<file path="src/rtl/note_spawner_if.sv">
// Note hand-off bus between the note spawner and the note-scroll stage.
// A note transfers on any rising clk where note_valid && note_ready; while
// note_valid is high and note_ready low, note_lanes/note_beat hold steady.
interface note_spawner_if #(
    parameter int NUM_LANES = 5
);
    logic                 note_valid;
    logic                 note_ready;
    logic [NUM_LANES-1:0] note_lanes;
    logic [15:0]          note_beat;

    modport master (
        output note_valid,
        output note_lanes,
        output note_beat,
        input  note_ready
    );

    modport slave (
        input  note_valid,
        input  note_lanes,
        input  note_beat,
        output note_ready
    );
endinterface

</file>
<file path="src/rtl/note_spawner.sv">
// Beat timer plus random note spawner feeding a small note FIFO.
// Optional chords (two-hot lane masks) are enabled with macro NOTE_SPAWNER_CHORD_EN.
module note_spawner #(
    parameter int NUM_LANES  = 5,
    parameter int BEAT_TICKS = 12500000,
    parameter int CNT_W      = 24,
    parameter int FIFO_DEPTH = 4
) (
    input  logic            clk,
    input  logic            rst,
    input  logic            enable,
    input  logic [3:0]      density,
    input  logic [15:0]     rnd,
    output logic            beat_pulse,
    output logic [7:0]      overflow_cnt,
    note_spawner_if.master  note
);
    localparam int PTR_W = $clog2(FIFO_DEPTH);
    localparam int ENT_W = 16 + NUM_LANES;

    logic [CNT_W-1:0]     cnt_q, cnt_d;
    logic [15:0]          beat_idx_q, beat_idx_d;
    logic                 beat_pulse_q, beat_pulse_d;
    logic [PTR_W:0]       wr_ptr_q, wr_ptr_d;
    logic [PTR_W:0]       rd_ptr_q, rd_ptr_d;
    logic [7:0]           ovf_q, ovf_d;
    logic [ENT_W-1:0]     mem_q [FIFO_DEPTH];

    logic                 beat, spawn, chord;
    logic                 empty, full, pop, push_req, push;
    logic [PTR_W:0]       fill;
    logic [3:0]           lane, lane2;
    logic [NUM_LANES-1:0] lanes_mask;
    logic [ENT_W-1:0]     head;
    logic                 unused_rnd;

    assign unused_rnd = ^rnd;

    assign beat     = enable && (cnt_q == CNT_W'(BEAT_TICKS - 1));
    assign spawn    = rnd[15:12] < density;
    assign fill     = wr_ptr_q - rd_ptr_q;
    assign empty    = (fill == '0);
    assign full     = (fill == (PTR_W+1)'(FIFO_DEPTH));
    assign pop      = !empty && note.note_ready;
    assign push_req = beat && spawn;
    // A pop in the same cycle frees the slot, so a full FIFO can still accept.
    assign push     = push_req && (!full || pop);

    always_comb begin
        lane  = ({1'b0, rnd[2:0]} < 4'(NUM_LANES)) ? {1'b0, rnd[2:0]}
                                                   : {1'b0, rnd[2:0]} - 4'(NUM_LANES);
`ifdef NOTE_SPAWNER_CHORD_EN
        chord = spawn && rnd[11] && (density >= 4'd8);
        lane2 = (lane + 4'd1 + ({2'b00, rnd[4:3]} % 4'(NUM_LANES - 1))) % 4'(NUM_LANES);
`else
        chord = 1'b0;
        lane2 = lane;
`endif
        lanes_mask = '0;
        for (int i = 0; i < NUM_LANES; i++) begin
            lanes_mask[i] = (lane == 4'(i)) || (chord && (lane2 == 4'(i)));
        end
    end

    always_comb begin
        cnt_d        = cnt_q;
        beat_idx_d   = beat_idx_q;
        beat_pulse_d = beat;
        wr_ptr_d     = wr_ptr_q;
        rd_ptr_d     = rd_ptr_q;
        ovf_d        = ovf_q;
        if (enable) begin
            cnt_d = beat ? '0 : cnt_q + 1'b1;
        end
        if (beat) begin
            beat_idx_d = beat_idx_q + 16'd1;
        end
        if (push) begin
            wr_ptr_d = wr_ptr_q + 1'b1;
        end
        if (pop) begin
            rd_ptr_d = rd_ptr_q + 1'b1;
        end
        if (push_req && !push && (ovf_q != 8'hFF)) begin
            ovf_d = ovf_q + 8'd1;
        end
    end

    always_ff @(posedge clk or posedge rst) begin
        if (rst) begin
            cnt_q        <= '0;
            beat_idx_q   <= '0;
            beat_pulse_q <= 1'b0;
            wr_ptr_q     <= '0;
            rd_ptr_q     <= '0;
            ovf_q        <= '0;
        end else begin
            cnt_q        <= cnt_d;
            beat_idx_q   <= beat_idx_d;
            beat_pulse_q <= beat_pulse_d;
            wr_ptr_q     <= wr_ptr_d;
            rd_ptr_q     <= rd_ptr_d;
            ovf_q        <= ovf_d;
        end
    end

    // Storage needs no reset: the pointers alone define what is queued.
    always_ff @(posedge clk) begin
        if (push) begin
            mem_q[wr_ptr_q[PTR_W-1:0]] <= {beat_idx_q, lanes_mask};
        end
    end

    assign head            = mem_q[rd_ptr_q[PTR_W-1:0]];
    assign beat_pulse      = beat_pulse_q;
    assign overflow_cnt    = ovf_q;
    assign note.note_valid = !empty;
    assign note.note_lanes = empty ? '0 : head[NUM_LANES-1:0];
    assign note.note_beat  = empty ? '0 : head[ENT_W-1:NUM_LANES];
endmodule

</file>
<file path="src/flat_wrapper.sv">
// flat-port wrapper written by rule: the top's interface ports become plain ports
module note_spawner_flat 
#(
    parameter int NUM_LANES  = 5,
    parameter int BEAT_TICKS = 12500000,
    parameter int CNT_W      = 24,
    parameter int FIFO_DEPTH = 4
)
  (clk, rst, enable, density, rnd, beat_pulse, overflow_cnt, note_note_valid, note_note_lanes, note_note_beat, note_note_ready);
  note_spawner_if #(.NUM_LANES(NUM_LANES)) note_i ();
  input  logic clk;
  input  logic rst;
  input  logic enable;
  input  logic [3:0] density;
  input  logic [15:0] rnd;
  output logic beat_pulse;
  output logic [7:0] overflow_cnt;
  output wire logic [$bits(note_i.note_valid)-1:0] note_note_valid;
  output wire logic [$bits(note_i.note_lanes)-1:0] note_note_lanes;
  output wire logic [$bits(note_i.note_beat)-1:0] note_note_beat;
  input wire logic [$bits(note_i.note_ready)-1:0] note_note_ready;
  assign note_note_valid = note_i.note_valid;
  assign note_note_lanes = note_i.note_lanes;
  assign note_note_beat = note_i.note_beat;
  assign note_i.note_ready = note_note_ready;
  note_spawner #(.NUM_LANES(NUM_LANES), .BEAT_TICKS(BEAT_TICKS), .CNT_W(CNT_W), .FIFO_DEPTH(FIFO_DEPTH)) u_core (.clk(clk), .rst(rst), .enable(enable), .density(density), .rnd(rnd), .beat_pulse(beat_pulse), .overflow_cnt(overflow_cnt), .note(note_i));
endmodule
</file>
<file path="config.mk">
export PLATFORM = sky130hd
export DESIGN_NAME = note_spawner_flat
export DESIGN_NICKNAME = d
export VERILOG_FILES = /design/src/rtl/note_spawner_if.sv /design/src/rtl/note_spawner.sv /design/src/flat_wrapper.sv
export SDC_FILE = /design/constraint.sdc
export NUM_CORES = 1
export LEC_CHECK = 0
export CORE_MARGIN = 2
export CORE_UTILIZATION = 55
export CTS_CLUSTER_DIAMETER = 80
export CTS_CLUSTER_SIZE = 10
export DETAILED_ROUTE_END_ITERATION = 12
export GPL_ROUTABILITY_DRIVEN = 0
export PLACE_DENSITY = 0.77
export SLEW_MARGIN = 25
export SYNTH_ARGS = -nofsm -noshare
export SYNTH_HDL_FRONTEND = slang
export SYNTH_SLANG_ARGS = --single-unit
</file>
<file path="constraint.sdc">
create_clock -name clk -period 4.06 [get_ports clk]
set_clock_uncertainty 0.2 [all_clocks]
set_input_delay 0.406 -clock clk [delete_from_list [all_inputs] [get_ports clk]]
set_output_delay 0.406 -clock clk [all_outputs]
set_load 0.03 [all_outputs]
</file>
# Word-level counts from Yosys, hierarchy flattened
# Memories as Yosys holds them, arrays and structs flattened.
# Cells that the tools add are included.
# Widths: inputs -> output; s select.
# op_classes
add_sub_neg,7
multipliers,0
n_div,0
magnitude_cmp,2
n_eq_ne,7
shifts,0
muxes,6
n_bitwise,0
n_reduce_logical,12
# op_table
cell,n
$add 24x1->24 const B,1
$eq 24x24->1 const B,1
$mux 24,1
$add 16x1->16 const B,1
$mux 16,1
$add 8x1->8 const B,1
$eq 4x2->1 const B,2
$ne 8x8->1 const B,1
$add 3x1->3 const B,2
$logic_and 1x1->1,6
$mux 5,1
$eq 4x1->1 const B,1
$eq 4x3->1 const B,1
$logic_not 4->1,1
$lt 4x4->1,1
$mux 4,1
$sub 3x3->4 const B,1
$eq 3x3->1 const B,1
$logic_not 1->1,3
$logic_not 3->1,1
$lt 3x3->1 const B,1
$sub 3x3->3,1
$mux 1,2
$logic_or 1x1->1,1
# word_totals
ff_bits,55
latchBits,0
ram_bits,84
mem_bits_ro,0
input_bits,24
wordCells,41
n_memories,1
# mem_list
name,words,word_bits,rd,rd_ports_with_merged_regs,write_ports,line,rtl
u_core.mem_q,4,21,1,0,1,note_spawner.sv:27,logic [ENT_W-1:0] mem_q [FIFO_DEPTH];

# Longest topological paths before layout
# Gate-level depths: netlist (run 1).
# depth
ltp_word,9
depth_mapped,8

# Worst setup path after synthesis (run 1)
# OpenSTA, ideal clock, no wires.
# synth_path
kind,register to register
start,register u_core.rd_ptr_q[1]
end,"memory u_core.mem_q[0][0] (netlist name), enable pin"
setup_time_ps,349
t_arrival_ps,2296
path_slack_ps,1215
stages_incl_launch_ff,9
period_less_slack_ps,2845
path_cell_list,dfrtp_1 > clkbuf_1 > inv_1 > ha_1 > nor2b_1 > xnor2_1 > nor3_1 > a2111oi_4 > and2_2
# synth_via
elab_chain_cells,8
word_cells_on_any_way,10
# synth_lines
item,line,rtl
"start, declared",note_spawner.sv:25,"logic [PTR_W:0] rd_ptr_q, rd_ptr_d;"
"start signal, assigned",note_spawner.sv:102,rd_ptr_q <= rd_ptr_d;
$sub 3x3->3 (*),note_spawner.sv:41,assign fill = wr_ptr_q - rd_ptr_q;
$logic_not 3->1,note_spawner.sv:42,assign empty = (fill == '0);
$logic_not 1->1,note_spawner.sv:44,assign pop = !empty && note.note_ready;
$logic_and 1x1->1,note_spawner.sv:44,
$logic_or 1x1->1 (*),note_spawner.sv:47,assign push = push_req && (!full || pop);
$logic_and 1x1->1 (*),note_spawner.sv:47,
$mux 1 (*),note_spawner.sv:109,if (push) begin
$mux 1 (not written as such) (*),note_spawner.sv:110,"mem_q[wr_ptr_q[PTR_W-1:0]] <= {beat_idx_q, lanes_mask};"
"end, declared",note_spawner.sv:27,
# Mark *: on every way between the ends. The rest lies on a longest branch, timed or not.

# Final worst setup path (run 1)
# layout_path
start,register u_core.wr_ptr_q[0]
end,output note_note_beat[1]
# layout_via
elab_chain_cells,3
# layout_lines
item,line,rtl
"start, declared",note_spawner.sv:24,"logic [PTR_W:0] wr_ptr_q, wr_ptr_d;"
"start signal, assigned",note_spawner.sv:101,wr_ptr_q <= wr_ptr_d;
$sub 3x3->3,note_spawner.sv:41,
$logic_not 3->1,note_spawner.sv:42,
$mux 16,note_spawner.sv:119,assign note.note_beat = empty ? '0 : head[ENT_W-1:NUM_LANES];
"end, declared",flat_wrapper.sv:20,output wire logic [$bits(note_i.note_beat)-1:0] note_note_beat;
# No other way between the ends.

==> impl_results.md, run 1 <==
- Total GRT Usage: about 20%
- DR WL met2: between 5000 and 6000 µm
- Multi-input gate area: about 0.0021 mm²
- RR Endpoint: u_core.mem_q[2][12]
- Num CTS Buffers: 17
- Post-synthesis cell type count: 40
- Max VDD drop: roughly 0.33 mV
- CP top delay family: simple AND/OR/NAND/NOR gates
- Worst Setup End Kind: output port
- Fraction of registers with async set/reset: approximately two fifths
- Fin crit share: between 90% and 100%
- Arr. time, crit path: 3.14 ns
- Synth Flop Type: edfxtp_1
- IO Port Bufs: between 40 and 50
- H-tree Lvls: 4
- Worst min path class: input port to asynchronous set/reset pin
- Crit Reg-Reg Startpoint: u_core.cnt_q[0]
- Setup crit start kind: register
- Antenna Nets Post-Route: 0
- Nets: ~500
- ANT cells: 0
- Filler cells: 741
- Int Pwr: ~0.0026 W
- Sequential standard cell area: approximately 0.0039 mm²
- Post-synth top area share: between 40% and 50%
- TritonRoute pass-1 iters: 5
- Power Density: slightly above 500 mW/mm²
- Initial Util: 56.3%
- Net Switching: between 0.001 and 0.0015 W
- Min Tclk post-route: roughly 3.8 ns
- Vias/cell: 5.55
- CP required: 3.45 ns
- Number of enable flip-flop cells after synthesis: 84
- Routed WL per cell: between 15 and 20 µm
- Die footprint: between 0.01 and 0.015 mm²
- Vias in the first global route: approximately 3.5k
- Ranking of synthesized cells by area: edfxtp_1 42%, dfrtp_1 23%, mux4_2 7.8%
- Largest net degree at the start of global routing: 38
- Slowest stage delay, CP: around 0.60 ns
- Max layer used: met4
- HPWL Detailed: between 6000 and 7000 µm
- Combinational power share: 16.4%
- Global-route wire length before repair: 17600 µm
- Clock power frac: around 40%
- #FFs+latches synth: ~140
- Post-CTS Resized: 0
- R2R Setup Slk: between 0.8 and 0.9 ns
- Mapped Area: 0.00607 mm²
- Reg clk slew, reported paths: ~0.060 ns
- Sw frac: between 20% and 30%
- Maximum clock frequency: 267 MHz
- Yosys top cell by area: edfxtp_1
- Warnings, synthesis: 0
- Layout cells sized above 1: 15.9%
- R2R depth: 6
- Final setup violation count: 0
- Initial antenna violation count: 0
- Syn avg cell area: approximately 15 µm²
- Layout area overhead: 19.3%
- Setup TNS: 0 ns
- Core area: roughly 0.011 mm²
- WL final: 10600 µm
- Vias post-DR: between 3k and 4k
- Slew HR: between 40 and 50%
- CP cell instances: inv_1, ha_1, nor2b_1, xnor2_1, nand3_1, and2_1, clkdlybuf4s50_1
- Gate Count Post-Synth: 403
- Critical Path Slowest Stage Cell: clkdlybuf4s50_1
- DIE WIDTH: about 110 µm
- WL met1: 4560 µm
- Met3 WL: 394 µm
- Crit path kind: register to output port
- Unrepaired setup endpoints after global routing: no
- Power share of the sequential group: approximately 44%
- Crit path buf inv count: 2
- WHS: 0.161 ns
- CP max FO: 24
- Num ports: 55
- CTS tree: done
- Final hold violations: 0
- Chip height: 109 µm
- Number of remaining DRC errors: 0
- DRT iter0 DRCs: about 190
- Syn nets: about 440
- Row cnt: 38
- P_leak: slightly below 3 nW
- Worst slew pin tran: approximately 0.76 ns
- Max Cap Viol: 0
- Post-CTS Hold Buffers: 0
- Slew Viols, Final: 0
- Clk buf depth: 2
- Status: finished, final reports clean
- Clock sink total: approximately 140
- Gr ovfl total: 0
- Post-CTS setup buffer count: 0
- Clk root buf: clkbuf_8
- Seq/Total Area, Yosys: between 60 and 70%
- Worst-Skew Late Latency: slightly above 0.5 ns
per-stage QoR:
step	total power, W	setup slack (ns)	area (µm²)	cells	util [%]
after floorplan	0.00205	1.22	6070	403	-
after detailed placement	0.00223	0.467	6680	581	61.9
final	0.00365	0.310	7240	613	67.1
after global placement	0.00222	0.494	6680	581	61.9
after CTS	0.00369	0.218	7240	613	67.1
after global routing	0.00380	0.0318	7240	613	67.1
registers in the layout, indices dropped and copies added (netlist names):
signal               cells
u_core.beat_idx_q       16
u_core.mem_q            84
u_core.wr_ptr_q          3
u_core.rd_ptr_q          3
u_core.cnt_q            24
u_core.overflow_cnt      8
u_core.beat_pulse        1
worst register-to-register path: cells and delay by family, from the launching register on:
kind / cells / cell delay (ns)
AOI/OAI and AO/OA: 1 / 0.51
and+or+nand+nor: 4 / 1.50
DFF: 1 / 0.40
adders and majority gates: 1 / 0.21
cells in the mapped netlist, types with 6 or more instances:
cell type	instances
and2_1	23
nor3_1	7
edfxtp_1	84
xor2_1	10
and3_1	10
mux4_2	21
xnor2_1	36
inv_1	13
nand3_1	23
nor2_1	14
nand4_1	16
o21ai_0	6
nand2_1	23
dfrtp_1	55
ha_1	14
how the worst max path moves through the flow:
stage | from | slack (ns) | cells after the start | end
after floorplan | u_core.rd_ptr_q[1] | 1.22 | 8 | u_core.mem_q[0][0]
after global placement | enable | 0.49 | 6 | u_core.mem_q[0][2]
after detailed placement | enable | 0.47 | 6 | u_core.mem_q[2][2]
after CTS | u_core.wr_ptr_q[0] | 0.22 | 7 | note_note_beat[1]
after global routing | u_core.wr_ptr_q[0] | 0.03 | 7 | note_note_beat[7]
final | u_core.wr_ptr_q[0] | 0.31 | 7 | note_note_beat[1]
final cells by class:
class | count | area share (%)
Timing Repair Buffer | 49 | 6.63
Tap cell | 140 | 2.42
Clock inverter | 15 | 2.09
Sequential cell | 139 | 53.8
Clock buffer | 17 | 5.72
Inverter | 13 | 0.674
Multi-Input combinational cell | 240 | 28.7
cells by family after synthesis:
group / Yosys count / share of synthesized area, %
muxes: 26 / 8.77
buffers and inverters: 24 / 1.65
and+or+nand+nor: 141 / 13.9
adders and majority gates: 14 / 2.88
AOI/OAI and AO/OA: 13 / 2.02
DFF: 139 / 64.2
xor gates and xnor gates: 46 / 6.63
power groups by stage:
stage / registers (W) / clock network [W] / logic (W)
after floorplan: 0.00162 / 0 / 0.000436
after detailed placement: 0.00162 / 0 / 0.000614
after global placement: 0.00162 / 0 / 0.000602
after CTS: 0.00159 / 0.00149 / 0.000613
after global routing: 0.00160 / 0.00154 / 0.000656
final: 0.00159 / 0.00146 / 0.000597
cell usage in the layout (no fill, tap or decap), drive strengths merged, types with 21 or more instances in the layout:
cell type       n
mux4           21
and2           27
nand3          23
edfxtp         84
nand2          23
clkdlybuf4s50  45
inv            22
xnor2          36
dfrtp          55
layer usage:
metal	global-route usage [%]	vias up
met4	7.69	0
met2	33.7	79
li1	-	1619
met3	4.48	4
met5	0	-
met1	25.6	1702
(Power assumes the default switching activity.)
==> run 2: changes to the inputs <==
- CORE_UTILIZATION: 55 -> 52
- PLACE_DENSITY: 0.77 -> 0.76
- clock period: 4.06 -> 3.2 ns (I/O delays scaled with it)
==> run 2 against run 1 <==
Against the previous run:
- core utilization is 2.3 points lower
- largest power group unchanged
- global-route usage down 1.5 points
- cell area grew 2.2%
- combinational power rose by 30%
- sequential power is 27% higher
- sequential share of layout area decreased by 1.2 points
- non-clock buffer count up 9
- clock power up 24%
- register-to-register slack worse by 0.41 ns
- via count grew 1.5%
==> impl_results.md, run 2 (synthesis results as in run 1) <==
- WL final: 10700 µm (+0.94%)
- Maximum clock frequency: 332 MHz
- Die footprint: 0.0126 mm² (+5.5%)
- Worst slew pin tran: 0.617 ns (-0.148 ns)
- Met3 usage: 5.08% (+0.59 points)
- Clock sink total: 139 (unchanged)
- Vias/cell: 5.53 (-0.45%)
- Met1 usage: 23.8% (-1.7 points)
- Min Tclk post-route: ~3 ns
- R2R Setup Slk: 0.45 ns (-0.41 ns)
- Clock power frac: 39.3% (-0.8 points)
- CTS tree: done
- Final hold violations: 0 (unchanged)
- Vias post-DR: 3455 (+1.5%)
- Pwr Total: 0.00461 W (+26%)
- Crit path kind: register to output port
- Unrepaired setup endpoints after global routing: no
- Antenna Nets Post-Route: 0 (unchanged)
- TritonRoute pass-1 iters: 4 (-1)
- CP required: 2.68 ns (-0.77 ns)
- Power Density: 622 mW/mm² (+23%)
- Final setup violation count: 0 (unchanged)
- Row cnt: 39 (+2.6%)
- Max VDD drop: 0.446 mV (+34%)
- Layout cells sized above 1: 17.0% (+1.2 points)
- Filler cells: 851 (+15%)
- Clk root buf: clkbuf_16
- GRT met2 Usage: 30.3% (-3.4 points)
- P_leak: 3.25 nW (+12%)
- Placed cell areas: 0.00679 mm² (+1.7%)
- CP cell instances: inv_1, ha_1, nor2b_1, xnor2_1, nand3_1, buf_4, clkdlybuf4s50_1
- Num ports: 55 (unchanged)
- Final non-filler cell area: 0.00741 mm² (+2.2%)
- Reg clk slew, reported paths: 0.06 ns (about the same)
- Commonest cells after routing, fill and taps aside: 84 x edfxtp_1, 55 x dfrtp_1, 36 x xnor2_1, 24 x clkdlybuf4s50_1
- Global-route wire length before repair: 18000 µm (+2.3%)
- Clk buf depth: 2 (unchanged)
- Worst Setup End Kind: output port
- Number of flip-flops under the largest register name: 84 (unchanged)
- Gr ovfl total: 0 (unchanged)
- Initial antenna violation count: 0 (unchanged)
- Worst-Skew Late Latency: 0.42 ns (-0.09 ns)
- HPWL Detailed: 6820 µm (+2.4%)
- Critical Path Slowest Stage Cell: clkdlybuf4s50_1
- Layout area overhead: 21.9%
- Power share of the sequential group: 43.8% (+0.2 points)
- Worst min path class: register to register
- Final Core Density: 64.9% (-2.3 points)
- Non-filler cells, final: 625 (+2.0%)
- Num CTS Buffers: 17 (unchanged)
- Sw frac: 26.8% (-0.65 points)
- Core area: 0.0114 mm² (+5.8%)
- Number of remaining DRC errors: 0 (unchanged)
- Vias in the first global route: 3656 (+3.3%)
- IO Port Bufs: 45 (unchanged)
- Dpl cells: 592 (+1.9%)
- ANT cells: 0 (unchanged)
- CP max FO: 24 (unchanged)
- Int Pwr: 0.00337 W (+27%)
- Nets: 507 (+1.8%)
- Post-CTS setup buffer count: 0 (unchanged)
- Setup crit start kind: register
- Initial Util: 53.2% (-3.1 points)
- Slew Viols, Final: 0 (unchanged)
- Routed WL per cell: 17.2 µm (-1.0%)
- Slew HR: 58.7% (+9.8 points)
- Multi-input gate area: 0.00208 mm² (unchanged)
- Fin crit share: a little over nine tenths
- Largest net degree at the start of global routing: 26 (-32%)
- DIE WIDTH: 112 µm (+2.7%)
- Status: finished, final reports clean
- H-tree Lvls: 4 (unchanged)
- Net Switching: 0.00124 W (+23%)
- Arr. time, crit path: 2.49 ns (-0.65 ns)
- DRT iter0 DRCs: 279 (+48%)
- Setup TNS: 0 ns (unchanged)
- Sequential standard cell area: 0.00390 mm² (unchanged)
- Combinational power share: 16.9% (+0.5 points)
- Total GRT Usage: 18.6% (-1.5 points)
- Slowest stage delay, CP: 0.72 ns (+0.12 ns)
- Chip height: 112 µm (+2.7%)
- Max Cap Viol: 0 (unchanged)
- Busiest layer in global routing: met2
- Commonest non-fill, non-tap cell in the layout: edfxtp_1
==> run 2: cell types whose count changed in the layout (fill, tap and decap cells not counted), moves of 2 or more <==
cell,before,now
clkdlybuf4s50_1,45,24
dlymetal6s2s_1,0,20
inv_6,6,0
buf_12,0,4
buf_4,4,8
clkinvlp_4,1,5
clkinv_2,2,4
inv_8,3,1
==> run 2: layout make-up <==
class	count	area share, %
inverters	13	0.659
clock inverters	14	1.69
clock buffers	18	5.79
repair buffers	58	8.77
multi-input cells	240	28.0
flip-flops and latches	139	52.6
well taps	143	2.42
==> run 2: worst paths after layout <==
check,cells past startpoint,end,start
max,7,note_note_valid,u_core.wr_ptr_q[0]
min,1,u_core.rd_ptr_q[2],u_core.rd_ptr_q[2]
max reg2reg,7,u_core.mem_q[0][2],u_core.cnt_q[0]
min reg2reg,1,u_core.rd_ptr_q[2],u_core.rd_ptr_q[2]
max in group asynchronous,4,u_core.beat_idx_q[1],rst
min in group asynchronous,3,u_core.cnt_q[12],rst
==> run 2: critical path, delay by kind of cell, from the launching register on <==
| kind | cells | cell delay, ns |
|---|---|---|
| xor+xnor | 1 | 0.12 |
| fa+ha+maj | 1 | 0.16 |
| simple gates | 2 | 0.25 |
| flops | 1 | 0.40 |
| buf+inv | 3 | 1.14 |
==> run 2: per-stage QoR <==
step / hold WS, ns / setup slack [ns]
finish: 0.294 / 0.190
global route: 0.306 / 0.00674
CTS: 0.298 / 0.0294
detailed placement: 0.281 / 0.276
global placement: 0.284 / 0.311
floorplan: 0.227 / 0.355
==> run 2: power groups by stage <==
| stage | combinational, W | sequential, W | clock [W] |
|---|---|---|---|
| 2_1_floorplan | 0.000553 | 0.00205 | 0 |
| 3_5_place_dp | 0.000789 | 0.00205 | 0 |
| 3_3_place_gp | 0.000776 | 0.00205 | 0 |
| 4_1_cts | 0.000798 | 0.00202 | 0.00184 |
| 6_report | 0.000778 | 0.00202 | 0.00181 |
| 5_1_grt | 0.000844 | 0.00203 | 0.00192 |
==> run 2: what timing repair did <==
item,in CTS,in global routing
cloned,0,0
hold endpoints to repair,15,0
hold buffers,1,0
endpoints found under the setup margin,1,20
gates resized for setup,1,20
pin swaps,0,0
==> run 2: layer usage <==
metal	part of all wire [%]	wire length, µm	vias to the layer above
met4	1.5	164	0
met3	4.3	458	16
li1	-	-	1630
met1	44	4750	1718
met2	50	5370	91
met5	0	0	-
==> run 3: changes to the inputs <==
- CORE_MARGIN: 2 -> not set
==> run 3 against run 2 <==
Against the previous run:
- non-clock buffer count shrank 2
- first-iteration DRC count shrank 5.0%
- sequential share of layout area shrank 0.27 points
- cell area increased by 0.52%
- routed wire length grew 0.91%
- worst setup slack better by 0.0032 ns
- core utilization increased by 0.34 points
==> impl_results.md, run 3 (synthesis results as in run 1) <==
- Slew Viols, Final: 0 (unchanged)
- Power Density: 635 mW/mm² (+2.2%)
- Die footprint: 0.0121 mm² (-3.5%)
- Chip height: 110 µm (-1.8%)
- Final setup violation count: 0 (unchanged)
- Clock sink total: 139 (unchanged)
- Gr ovfl total: 0 (unchanged)
- Fin crit share: 93.9% (-0.099 points)
- Initial Util: 53.2% (unchanged)
- Num ports: 55 (unchanged)
- Num CTS Buffers: 17 (unchanged)
- Antenna Nets Post-Route: 0 (unchanged)
- CP required: 2.68 ns (about the same)
- CP max FO: 24 (unchanged)
- Combinational power share: 16.4% (-0.5 points)
- Final Core Density: 65.2% (+0.34 points)
- CP cell instances: inv_1, ha_1, nor2b_1, xnor2_1, nand3_1, buf_4, clkdlybuf4s50_1
- Reg clk slew, reported paths: 0.06 ns (about the same)
- Global-route wire length before repair: 17800 µm (-1.3%)
- Unrepaired setup endpoints after global routing: no
- Initial antenna violation count: 0 (unchanged)
- DRT iter0 DRCs: 265 (-5.0%)
- IO Port Bufs: 45 (unchanged)
- Status: finished, final reports clean
- Core area: 0.0114 mm² (unchanged)
- Critical Path Slowest Stage Cell: clkdlybuf4s50_1
- Slew HR: 57.1% (-1.7 points)
- Arr. time, crit path: 2.49 ns (about the same)
- Int Pwr: 0.00350 W (+3.8%)
- Commonest non-fill, non-tap cell in the layout: edfxtp_1
- DIE WIDTH: 110 µm (-1.8%)
- Number of flip-flops under the largest register name: 84 (unchanged)
- Slowest stage delay, CP: 0.71 ns (about the same)
- Final hold violations: 0 (unchanged)
- PnR worst setup slack: 0.194 ns (+0.00316 ns)
- Vias post-DR: 3490 (+1.0%)
- Crit path kind: register to output port
- Power share of the sequential group: 42.7% (-1.1 points)
- CTS tree: done
- ANT cells: 0 (unchanged)
- Post-CTS Hold Buffers: 0 (-1)
- Net Switching: 0.00123 W (-0.32%)
- Min Tclk post-route: 3.01 ns (-0.00316 ns)
- Post-Place Worst Slack: 0.137 ns (-0.139 ns)
- TritonRoute pass-1 iters: 4 (unchanged)
- Clk buf depth: 2 (unchanged)
- Row cnt: 39 (unchanged)
- Maximum clock frequency: 333 MHz (+0.11%)
- Commonest cells after routing, fill and taps aside: 84 x edfxtp_1, 55 x dfrtp_1, 36 x xnor2_1, 24 x clkdlybuf4s50_1
- P_leak: 3.28 nW (+0.74%)
- Max VDD drop: 0.419 mV (-6.1%)
- Total GRT Usage: 20.1% (+1.5 points)
- Vias/cell: 5.60 (+1.3%)
- Largest net degree at the start of global routing: 56 (+120%)
- Clk root buf: clkbuf_16
- WL final: 10800 µm (+0.91%)
- HPWL Detailed: 6920 µm (+1.4%)
- Clock power frac: 40.8% (+1.5 points)
- Routed WL per cell: 17.4 µm (+1.2%)
- Vias in the first global route: 3583 (-2.0%)
- Max Cap Viol: 0 (unchanged)
- Sw frac: 26.0% (-0.79 points)
- Layout area overhead: 22.6%
- Nets: 505 (-0.39%)
- Setup TNS: 0 ns (unchanged)
- Worst Setup End Kind: output port
- Filler cells: 803 (-5.6%)
- Setup crit start kind: register
- Layout cells sized above 1: 17.1% (+0.071 points)
- H-tree Lvls: 4 (unchanged)
- Worst-Skew Late Latency: 0.41 ns (about the same)
- Worst min path class: input port to asynchronous set/reset pin
- Number of remaining DRC errors: 0 (unchanged)
- Worst slew pin tran: 0.643 ns (+0.0251 ns)
[run 3: cell count changes in the layout (fill, tap and decap cells not counted), moves of 2 or more]
cell and delta:
clkbuf_8 +2, clkinv_4 -2, inv_6 +2, clkinv_2 -2, buf_4 -2
[run 3: what timing repair did]
action,CTS,global route
gates resized for setup,0,21
endpoints found under the setup margin,0,21
buffers inserted,0,0
[run 3: path summary, 6_finish.rpt]
| path | startpoint | endpoint | slack, ns | cells after the start |
|---|---|---|---|---|
| max | u_core.wr_ptr_q[0] | note_note_valid | 0.19 | 7 |
| max in group asynchronous | rst | u_core.beat_idx_q[2] | 2.46 | 3 |
| max reg2reg | u_core.cnt_q[0] | u_core.mem_q[2][5] | 0.45 | 7 |
| min in group clk | u_core.wr_ptr_q[2] | u_core.wr_ptr_q[2] | 0.29 | 1 |
| min | rst | u_core.overflow_cnt[0] | 0.09 | 3 |
| min reg2reg | u_core.wr_ptr_q[2] | u_core.wr_ptr_q[2] | 0.29 | 1 |
[run 3: stage by stage]
step	cell area [µm²]	hold WS, ns	std cells	power (W)
after detailed placement	6800	0.286	591	0.00285
after global placement	6800	0.280	591	0.00283
after CTS	7390	0.0829	623	0.00479
after floorplan	6070	0.227	403	0.00261
after global routing	7440	0.120	623	0.00492
final	7440	0.0854	623	0.00473
[run 3: power by group through the flow]
| stage | Clock (W) | Sequential (W) | Combinational (W) |
|---|---|---|---|
| finish | 0.00193 | 0.00202 | 0.000778 |
| global route | 0.00204 | 0.00203 | 0.000854 |
| CTS | 0.00196 | 0.00202 | 0.000803 |
| detailed placement | 0 | 0.00205 | 0.000799 |
| global placement | 0 | 0.00205 | 0.000781 |
| floorplan | 0 | 0.00205 | 0.000553 |
[run 3: layout make-up]
class	instances	area [µm²]	share of cell area [%]
multi-input cells	240	2080	27.9
clock inverters	13	141	1.90
clock buffers	19	453	6.08
flip-flops and latches	139	3900	52.4
repair buffers	56	648	8.71
inverters	13	48.8	0.655
well taps	143	179	2.40
[run 3: routing by layer]
metal / GRT usage [%] / part of all wire (%) / vias up
met1: 25.0 / 43 / 1767
met4: 7.14 / 1.3 / 0
met3: 4.76 / 4.0 / 18
li1: - / - / 1628
met2: 34.2 / 52 / 77
met5: 0 / 0 / -
[run 3: worst max-delay path, delay by kind of cell (launching register included)]
| family | cells | cell delay [ns] |
|---|---|---|
| XOR/XNOR | 1 | 0.12 |
| adder cells (fa/ha/maj) | 1 | 0.16 |
| buffers and inverters | 3 | 1.12 |
| flip-flops | 1 | 0.40 |
| AND/OR/NAND/NOR | 2 | 0.24 |
